File: src/rtl/adapter_pkg.sv
`default_nettype none
//==============================================================================
// adapter_pkg - shared types and constants for the AXIS<->BRAM adapter control.
// Rev 1.0
//==============================================================================
package adapter_pkg;

   localparam int LANES  = 36;
   localparam int ADDR_W = 9;
   localparam int CNT_W  = 6;
   localparam int CODE_W = 2 * LANES;

   localparam logic [1:0] LANE_HOLD  = 2'b00;
   localparam logic [1:0] LANE_LOAD  = 2'b01;
   localparam logic [1:0] LANE_CLEAR = 2'b10;

   typedef enum logic [2:0] {
      S_IDLE  = 3'd0,
      S_WRITE = 3'd1,
      S_PRIME = 3'd2,
      S_READ  = 3'd3,
      S_DONE  = 3'd4
   } state_t;

endpackage
`default_nettype wire

File: src/rtl/axis_bram_adapter_cntl_if.sv
`default_nettype none
//==============================================================================
// axis_bram_adapter_cntl_if - control-path bundle between adapter FSM and datapath.
// Rev 1.0
//==============================================================================
interface axis_bram_adapter_cntl_if;
   import adapter_pkg::*;

   logic                 rw;
   logic [ADDR_W-1:0]    index_cntl;
   logic [ADDR_W-1:0]    size_cntl;
   logic                 stream_in_valid;
   logic                 stream_out_accep;
   logic [CODE_W-1:0]    from_axis_mux_cntl;
   logic [CNT_W-1:0]     to_axis_mux_cntl;
   logic                 bram_wen;
   logic                 bram_en;
   logic [ADDR_W-1:0]    bram_index;
   logic                 stream_out_tlast;
   logic [CNT_W-1:0]     cnt;
   logic                 ptr_end;
   logic                 ptr_start;
   logic                 ptr_end_by_one;

   modport master (
      input  rw, index_cntl, size_cntl, stream_in_valid, stream_out_accep,
      output from_axis_mux_cntl, to_axis_mux_cntl, bram_wen, bram_en, bram_index,
             stream_out_tlast, cnt, ptr_end, ptr_start, ptr_end_by_one
   );

   modport slave (
      output rw, index_cntl, size_cntl, stream_in_valid, stream_out_accep,
      input  from_axis_mux_cntl, to_axis_mux_cntl, bram_wen, bram_en, bram_index,
             stream_out_tlast, cnt, ptr_end, ptr_start, ptr_end_by_one
   );

endinterface
`default_nettype wire

File: src/rtl/adapter_lane_dec.sv
`default_nettype none
//==============================================================================
// adapter_lane_dec - expands lane counter + load/clear into per-lane 2-bit codes.
// Rev 1.0
//==============================================================================
module adapter_lane_dec
   import adapter_pkg::*;
(
   input  logic [CNT_W-1:0]  cnt_i,
   input  logic              load_i,
   input  logic              clear_i,
   output logic [CODE_W-1:0] code_o
);

   for (genvar gi = 0; gi < LANES; gi++) begin : g_lane
      assign code_o[2*gi +: 2] = clear_i                          ? LANE_CLEAR :
                                 (load_i && cnt_i == CNT_W'(gi))  ? LANE_LOAD  :
                                                                    LANE_HOLD;
   end

endmodule
`default_nettype wire

File: src/rtl/axis_bram_adapter_cntl.sv
`default_nettype none
//==============================================================================
// axis_bram_adapter_cntl - lane/word sequencing FSM for the AXIS<->BRAM adapter.
// Rev 1.0
//==============================================================================
module axis_bram_adapter_cntl
   import adapter_pkg::*;
(
   input  logic                          clk,
   input  logic                          rstn,
   axis_bram_adapter_cntl_if.master      bus
);

   state_t              state_q;
   logic [ADDR_W-1:0]   ptr_q;
   logic [CNT_W-1:0]    cnt_q;
   logic                commit_q;
   logic                op_rw_q;

   logic                w_ptr_end;
   logic                w_last_lane;
   logic [ADDR_W-1:0]   w_ptr_inc;
   logic [CNT_W-1:0]    w_cnt_inc;
   logic                w_final;
   logic                w_load;
   logic                w_clear;
   logic                w_fetch;

   assign w_ptr_end   = (ptr_q == bus.size_cntl);
   assign w_last_lane = (cnt_q == CNT_W'(LANES - 1));
   assign w_ptr_inc   = ptr_q + 1'b1;
   assign w_cnt_inc   = w_last_lane ? '0 : cnt_q + 1'b1;

   // The last word's commit cycle closes the operation, so a beat there is dropped.
   assign w_final = (state_q == S_WRITE) && commit_q && w_ptr_end;
   assign w_load  = (state_q == S_WRITE) && bus.stream_in_valid && !w_final;
   assign w_clear = (state_q == S_IDLE);

   // Fetch the next word while the last lane leaves, so it lands as cnt wraps to 0.
   assign w_fetch = (state_q == S_READ) && w_last_lane && bus.stream_out_accep && !w_ptr_end;

   always_ff @(posedge clk or negedge rstn) begin
      if (!rstn) begin
         state_q  <= S_IDLE;
         ptr_q    <= '0;
         cnt_q    <= '0;
         commit_q <= 1'b0;
         op_rw_q  <= 1'b0;
      end else begin
         case (state_q)
            S_IDLE: begin
               ptr_q    <= bus.index_cntl;
               cnt_q    <= '0;
               commit_q <= 1'b0;
               op_rw_q  <= bus.rw;
               state_q  <= bus.rw ? S_WRITE : S_PRIME;
            end
            S_WRITE: begin
               if (w_load) cnt_q <= w_cnt_inc;
               commit_q <= w_load && w_last_lane;
               if (commit_q) begin
                  if (w_ptr_end) state_q <= S_DONE;
                  else           ptr_q   <= w_ptr_inc;
               end
            end
            S_PRIME: begin
               commit_q <= 1'b0;
               state_q  <= S_READ;
            end
            S_READ: begin
               commit_q <= 1'b0;
               if (bus.stream_out_accep) begin
                  cnt_q <= w_cnt_inc;
                  if (w_last_lane) begin
                     if (w_ptr_end) state_q <= S_DONE;
                     else           ptr_q   <= w_ptr_inc;
                  end
               end
            end
            S_DONE: begin
               commit_q <= 1'b0;
               if (bus.rw != op_rw_q) state_q <= S_IDLE;
            end
            default: begin
               commit_q <= 1'b0;
               state_q  <= S_IDLE;
            end
         endcase
      end
   end

   adapter_lane_dec u_lane_dec (
      .cnt_i   (cnt_q),
      .load_i  (w_load),
      .clear_i (w_clear),
      .code_o  (bus.from_axis_mux_cntl)
   );

   assign bus.bram_wen         = (state_q == S_WRITE) && commit_q;
   assign bus.bram_en          = ((state_q == S_WRITE) && commit_q) || (state_q == S_PRIME) || w_fetch;
   assign bus.bram_index       = w_fetch ? w_ptr_inc : ptr_q;
   assign bus.stream_out_tlast = (state_q == S_READ) && w_ptr_end && w_last_lane;
   assign bus.to_axis_mux_cntl = cnt_q;
   assign bus.cnt              = cnt_q;
   assign bus.ptr_end          = w_ptr_end;
   assign bus.ptr_start        = (ptr_q == bus.index_cntl);
   assign bus.ptr_end_by_one   = (ptr_q == bus.size_cntl - 1'b1);

endmodule
`default_nettype wire

File: src/flat_wrapper.sv
// flat-port wrapper written by rule: the top's interface ports become plain ports
module axis_bram_adapter_cntl_flat import adapter_pkg::*;
  (clk, rstn, bus_rw, bus_index_cntl, bus_size_cntl, bus_stream_in_valid, bus_stream_out_accep, bus_from_axis_mux_cntl, bus_to_axis_mux_cntl, bus_bram_wen, bus_bram_en, bus_bram_index, bus_stream_out_tlast, bus_cnt, bus_ptr_end, bus_ptr_start, bus_ptr_end_by_one);
  axis_bram_adapter_cntl_if bus_i ();
  input  logic clk;
  input  logic rstn;
  input wire logic [$bits(bus_i.rw)-1:0] bus_rw;
  input wire logic [$bits(bus_i.index_cntl)-1:0] bus_index_cntl;
  input wire logic [$bits(bus_i.size_cntl)-1:0] bus_size_cntl;
  input wire logic [$bits(bus_i.stream_in_valid)-1:0] bus_stream_in_valid;
  input wire logic [$bits(bus_i.stream_out_accep)-1:0] bus_stream_out_accep;
  output wire logic [$bits(bus_i.from_axis_mux_cntl)-1:0] bus_from_axis_mux_cntl;
  output wire logic [$bits(bus_i.to_axis_mux_cntl)-1:0] bus_to_axis_mux_cntl;
  output wire logic [$bits(bus_i.bram_wen)-1:0] bus_bram_wen;
  output wire logic [$bits(bus_i.bram_en)-1:0] bus_bram_en;
  output wire logic [$bits(bus_i.bram_index)-1:0] bus_bram_index;
  output wire logic [$bits(bus_i.stream_out_tlast)-1:0] bus_stream_out_tlast;
  output wire logic [$bits(bus_i.cnt)-1:0] bus_cnt;
  output wire logic [$bits(bus_i.ptr_end)-1:0] bus_ptr_end;
  output wire logic [$bits(bus_i.ptr_start)-1:0] bus_ptr_start;
  output wire logic [$bits(bus_i.ptr_end_by_one)-1:0] bus_ptr_end_by_one;
  assign bus_i.rw = bus_rw;
  assign bus_i.index_cntl = bus_index_cntl;
  assign bus_i.size_cntl = bus_size_cntl;
  assign bus_i.stream_in_valid = bus_stream_in_valid;
  assign bus_i.stream_out_accep = bus_stream_out_accep;
  assign bus_from_axis_mux_cntl = bus_i.from_axis_mux_cntl;
  assign bus_to_axis_mux_cntl = bus_i.to_axis_mux_cntl;
  assign bus_bram_wen = bus_i.bram_wen;
  assign bus_bram_en = bus_i.bram_en;
  assign bus_bram_index = bus_i.bram_index;
  assign bus_stream_out_tlast = bus_i.stream_out_tlast;
  assign bus_cnt = bus_i.cnt;
  assign bus_ptr_end = bus_i.ptr_end;
  assign bus_ptr_start = bus_i.ptr_start;
  assign bus_ptr_end_by_one = bus_i.ptr_end_by_one;
  axis_bram_adapter_cntl u_core (.clk(clk), .rstn(rstn), .bus(bus_i));
endmodule
File: config.mk
export PLATFORM = sky130hd
export DESIGN_NAME = axis_bram_adapter_cntl_flat
export DESIGN_NICKNAME = d
export VERILOG_FILES = /design/src/rtl/adapter_pkg.sv /design/src/rtl/axis_bram_adapter_cntl_if.sv /design/src/rtl/adapter_lane_dec.sv /design/src/rtl/axis_bram_adapter_cntl.sv /design/src/flat_wrapper.sv
export SDC_FILE = /design/constraint.sdc
export NUM_CORES = 1
export LEC_CHECK = 0
export CORE_ASPECT_RATIO = 1.2
export CORE_UTILIZATION = 43
export DETAILED_ROUTE_END_ITERATION = 8
export PLACE_DENSITY = 0.84
export SLEW_MARGIN = 10
export SYNTH_ARGS = -nofsm -noshare
export SYNTH_HDL_FRONTEND = slang
export SYNTH_SLANG_ARGS = --single-unit
File: constraint.sdc
create_clock -name clk -period 4 [get_ports clk]
set_input_delay 0.8 -clock clk [delete_from_list [all_inputs] [get_ports clk]]
set_output_delay 0.8 -clock clk [all_outputs]
set_load 0.01 [all_outputs]
Word-level counts from Yosys, hierarchy flattened:

Cells that the tools add are included.

* flip-flop bits (word level): 20
* latch bits: 0
* bits in writable memories: 0
* memory bits (read-only): 0
* bits of input ports: 23
* output and inout port bits: 99
* memories: 0

* add/subtract/negate cells: 3
* multiply operators: 0
* div/mod/pow operators: 0
* magnitude comparators: 0
* equal/unequal tests: 48
* shift operators: 0
* mux-type cells: 90
* bitwise gates (word level): 0
* reductions and logical operators: 55

Operators by type and width (count)
* $eq 6x5->1 const B: 16
* $mux 2: 37
* $eq 6x4->1 const B: 8
* $logic_and 1x1->1: 45
* $mux 9: 5
* $mux 1: 37
* $eq 9x9->1: 3
* $pmux 9 s3: 1
* $eq 6x3->1 const B: 4
* $eq 6x6->1 const B: 4
* $mux 6: 3
* $pmux 6 s3: 1
* $mux 3: 5
* $pmux 3 s5: 1
* $eq 6x2->1 const B: 2
* $add 9x1->9 const B: 1
* $sub 9x1->9 const B: 1
* $reduce_and 4->1: 2
* $add 6x1->6 const B: 1
* $eq 3x2->1 const B: 2
* $eq 6x1->1 const B: 1
* $logic_not 6->1: 1
* $ne 2x1->1 const B: 3
* $ne 2x2->1 const B: 2
* 8 further kinds: 10

Logic depth before layout (Yosys ltp):

Gate-level depths: netlist of the first run.

* depth after elaboration: 8
* depth in mapped cells: 8
* mapped depth without buffers: 7

Hierarchy:

A second synthesis of the first run with hierarchy kept.

* cells, all modules: 343
* area, all modules: 2713.9 um^2

By module, submodules not included
* axis_bram_adapter_cntl: instances 1, cells each 247, area each 2037.0 um^2, sequential area each 500.5 um^2
* adapter_lane_dec: instances 1, cells each 96, area each 676.9 um^2, sequential area each 0.0 um^2

Worst setup path before layout of the first run:

Ideal clock, no wire load.

* path type: flip-flop to output port
* start: register u_core.state_q[0]
* end: output bus_from_axis_mux_cntl[11]
* arrival time: 2365 ps
* setup slack: 835 ps
* stages on the path, launching flop included: 5
* cell sequence: dfrtp_1 clkbuf_1 or2_2 nor2_1 buf_4

* longest elaborated chain between the ends: 2

RTL lines
* start, declared: RTL line axis_bram_adapter_cntl.sv:14 `state_t state_q;`
* start signal, assigned: RTL line axis_bram_adapter_cntl.sv:56 `state_q <= bus.rw ? S_WRITE : S_PRIME;`
* $logic_not 3->1: RTL line axis_bram_adapter_cntl.sv:37 `assign w_clear = (state_q == S_IDLE);`
* net u_core.u_lane_dec.clear_i: RTL line adapter_lane_dec.sv:11 `input logic clear_i,`
* $mux 2: RTL line adapter_lane_dec.sv:16 `assign code_o[2*gi +: 2] = clear_i ? LANE_CLEAR :`
* end, declared: RTL line flat_wrapper.sv:12 `output wire logic [$bits(bus_i.from_axis_mux_cntl)-1:0] bus_from_axis_mux_cntl;`

The timed path passes the listed nets, and every way through them passes these cells.

Worst setup path in the final report of the first run:

* start: input bus_size_cntl[0]
* end: output bus_from_axis_mux_cntl[66]

* longest elaborated chain between the ends: 7

RTL lines
* start, declared: RTL line flat_wrapper.sv:9 `input wire logic [$bits(bus_i.size_cntl)-1:0] bus_size_cntl;`
* $eq 9x9->1: RTL line axis_bram_adapter_cntl.sv:29 `assign w_ptr_end = (ptr_q == bus.size_cntl);`
* $logic_and 1x1->1: RTL line axis_bram_adapter_cntl.sv:35 `assign w_final = (state_q == S_WRITE) && commit_q && w_ptr_end;`
* $logic_not 1->1: RTL line axis_bram_adapter_cntl.sv:36 `assign w_load = (state_q == S_WRITE) && bus.stream_in_valid && !w_final;`
* $logic_and 1x1->1: RTL line axis_bram_adapter_cntl.sv:36
* $logic_and 1x1->1: RTL line adapter_lane_dec.sv:17 `(load_i && cnt_i == CNT_W'(gi)) ? LANE_LOAD :`
* $mux 1: RTL line adapter_lane_dec.sv:17
* $mux 2: RTL line adapter_lane_dec.sv:16

Every way passes these cells.

==> flow_metrics.py, run 1 <==
metrics = {
    "route": {
        "post-route-drc-count": 0,
        "vias_per_cell": 5.48,
        "postRouteAntennaNets": 0,
        "drtPass1Iterations": 4,
        "wl_um": 7800,
        "vias": 2818,
        "drt_iter0_drc": 151,
        "wire_per_inst_um": 15.2,
    },
    "setup_path": {
        "cp.arrival_ps": 3100,
        "crit_required_ps": 3200,
        "cp-start-kind": "input pin",
        "critPathCaptureType": "output pin",
        "criticalPathCategory": "input pin to output pin",
        "crit_path_max_fanout": 4,
    },
    "timing": {
        "setup_viol_count_final": 0,
        "finalMaxSlewViolations": 0,
        "slew_headroom_pct": 35.1,
        "tns_ps": 0,
        "rsz0062_at_grt": "yes",
        "fmax_mhz": 256,
        "min_period_ps": 3900,
        "fin_crit_sh_pct": 97.6,
        "fin_skew_ps": 2.34,
        "holdWs_ps": 537,
        "hold_viol": 0,
        "tightest_slew_ps": 970,
    },
    "status": {
        "status": "complete, no violations",
    },
    "cells_and_area": {
        "final_util_pct": 62.4,
        "finalNonFillerCells": 514,
        "area_growth_pct": 40.4,
        "fin_nets": 462,
        "n_antenna_cell": 0,
        "drive_above_1_share_pct": 9.26,
    },
    "power_and_ir_drop": {
        "ir_drop_mv": 0.199,
        "power_density_mw_per_mm2": 288,
        "finalPower_mw": 1.09,
        "p_leak_nw": 1.52,
    },
    "place": {
        "dp_cells": 509,
        "portBuffers": 121,
        "dp_hpwl_um": 6030,
        "place.gp.congestion": 0.886,
    },
    "synthesis": {
        "yosysUniqueCellTypes": 52,
        "synth_edf_count": 0,
        "avgSynthCellArea_um2": 7.58,
        "async_flop_share_pct": 100,
        "synth_top_area_share_pct": 18.6,
        "synth_flop_cell": "dfrtp_1",
        "synthCells": 355,
        "synth-seq-cells": 20,
        "netlist_area_mm2": 0.00269,
        "synth.area.top_cells": "dfrtp_1, buf_4, xnor2_1",
        "synth_top_area_cell": "dfrtp_1",
        "ys_warn_count": 0,
        "syn_nets": 384,
        "ys_seq_area_share_pct": 18.6,
    },
    "die": {
        "die_h_um": 88.7,
        "rows": 31,
        "core_area_mm2": 0.00605,
        "ios": 122,
        "start_util_pct": 44.5,
        "die-area_mm2": 0.00658,
        "fp.dieW_um": 74.2,
    },
    "clock_network": {
        "clock-root-buffer": "clkbuf_8",
        "clkTransAtPathRegs_ps": 70,
        "numCtsBuffers": 3,
        "cts_tree": "built",
        "cts_num_sinks": 20,
        "cts_max_level": 1,
        "cts_buffer_depth": 2,
        "cts_hold_buf": 0,
        "clock_latency_ps": 250,
    },
    "global_routing": {
        "antenna_found_initial": 0,
        "track_usage_pct": 23.1,
        "grt-ovfl-total": 0,
        "grt_pass1_vias": 2660,
        "grt_pass1_wl_um": 12100,
        "grt_max_degree": 39,
    },
    "worst_hold_path": {
        "holdCritPathClass": "register to register",
    },
    "flow_run": {
        "maxCapViolations": 0,
    },
}
==> power by group <==
group / internal (mW) / leakage [nW] / total (mW) / switching [mW]
combinational: 0.287 / 1.27 / 0.595 / 0.309
clock: 0.0875 / 0.0288 / 0.154 / 0.0662
sequential: 0.238 / 0.222 / 0.338 / 0.100
==> area by class of cell <==
cell class | instances | area (um2)
inverter | 18 | 67.6
clock buffer | 4 | 55.1
multi-input combinational | 252 | 1710
fill | 548 | 2270
timing repair buffer | 138 | 1350
sequential | 20 | 500
tap | 82 | 103
==> through the flow <==
stage               setup WS (ps)  cell area, um2
floorplan                     835            2690
global placement            -14.4            3690
detailed placement           -198            3690
CTS                           106            3750
global route                -14.7            3780
finish                       96.2            3780
==> critical path: stages <==
cell and delay (ps):
clkdlybuf4s50_1 420, buf_4 150, xnor2_1 290, and2_1 230
nand4_1 220, and3b_1 290, and4_1 210, clkdlybuf4s50_1 480
==> cells in the mapped netlist, types with 3 or more instances <==
library cell   n
buf_4         43
nor2_1        31
nor3_1        26
nand2_1       23
xnor2_1       23
nand3_1       21
dfrtp_1       20
inv_1         18
and3_1        15
buf_2         12
xor2_1        12
o211ai_1      10
nand4_1        9
mux2i_1        8
clkbuf_1       7
ha_1           6
a21oi_1        5
and2_1         5
o22ai_1        5
o21ai_0        4
and4_1         3
mux2_2         3
nand2b_1       3
nor4_1         3
==> cell families after synthesis <==
group           synth area share, %
xor+xnor                       11.4
compound gates                 13.5
simple gates                   30.4
mux                            4.65
buf+inv                        18.7
flops                          18.6
fa+ha+maj                      2.79
==> metal layers <==
layer | track usage (%) | part of all wire (%) | vias up
met5 | 0 | 0 | -
met4 | 8.06 | 1.8 | 0
met3 | 2.16 | 7.0 | 14
met2 | 43.3 | 51 | 130
met1 | 26.9 | 40 | 1321
li1 | - | - | 1353
==> cell usage in the layout (no fill, tap or decap), types with 2 or more instances in the layout <==
cell type / instances
clkdlybuf4s50_1: 117
nor2_1: 30
nor3_1: 26
nand2_1: 23
xnor2_1: 22
nand3_1: 20
dfrtp_1: 20
inv_1: 18
buf_4: 17
and3_1: 15
xor2_1: 12
o211ai_1: 10
nand4_1: 9
mux2i_1: 8
ha_1: 6
and2_1: 5
a21oi_1: 5
o22ai_1: 5
o21ai_0: 4
clkbuf_8: 4
nand2b_1: 3
and4_1: 3
nor4_1: 3
mux2_2: 3
dlymetal6s2s_1: 3
nand3_2: 2
nor2b_1: 2
o31ai_1: 2
or2_2: 2
or4_1: 2
a31oi_1: 2
a2bb2oi_2: 2
o2bb2ai_1: 2
o221a_2: 2
o32ai_1: 2
nand4b_1: 2
==> path summary, 6_finish.rpt <==
kind / end / slack, ps / startpoint / cells after the start
max in group asynchronous: u_core.ptr_q[4]$_DFFE_PN0P_ / 2330 / rstn / 1
max: bus_from_axis_mux_cntl[66] / 100 / bus_size_cntl[0] / 8
min reg2reg: u_core.op_rw_q$_DFFE_PN0P_ / 540 / u_core.op_rw_q$_DFFE_PN0P_ / 1
min: u_core.op_rw_q$_DFFE_PN0P_ / 540 / u_core.op_rw_q$_DFFE_PN0P_ / 1
min in group asynchronous: u_core.bus.cnt[5]$_DFFE_PN0P_ / 1080 / rstn / 1
max reg2reg: u_core.ptr_q[0]$_DFFE_PN0P_ / 1500 / u_core.bus.cnt[3]$_DFFE_PN0P_ / 5
==> what timing repair did <==
action,in CTS,in global routing
buffers inserted,0,1
hold endpoints to repair,0,0
setup endpoints to repair,1,26
gates resized for setup,2,5
pin swaps,0,1
==> state kept, by name (all words and copies together), names as in the netlist <==
name	cells
u_core.state_q	3
u_core.bus.cnt	6
u_core.commit_q	1
u_core.op_rw_q	1
u_core.ptr_q	9
Power figures use the tool's default switching activity.
==> inputs of run 2 (changes only) <==
--- a/config.mk
+++ b/config.mk
@@ -13,3 +13,4 @@
 export SYNTH_ARGS = -nofsm -noshare
 export SYNTH_HDL_FRONTEND = slang
 export SYNTH_SLANG_ARGS = --single-unit
+export TNS_END_PERCENT = 50
==> results of run 2 <==
No change in the layout: final DEF, timing and power equal those of run 1.
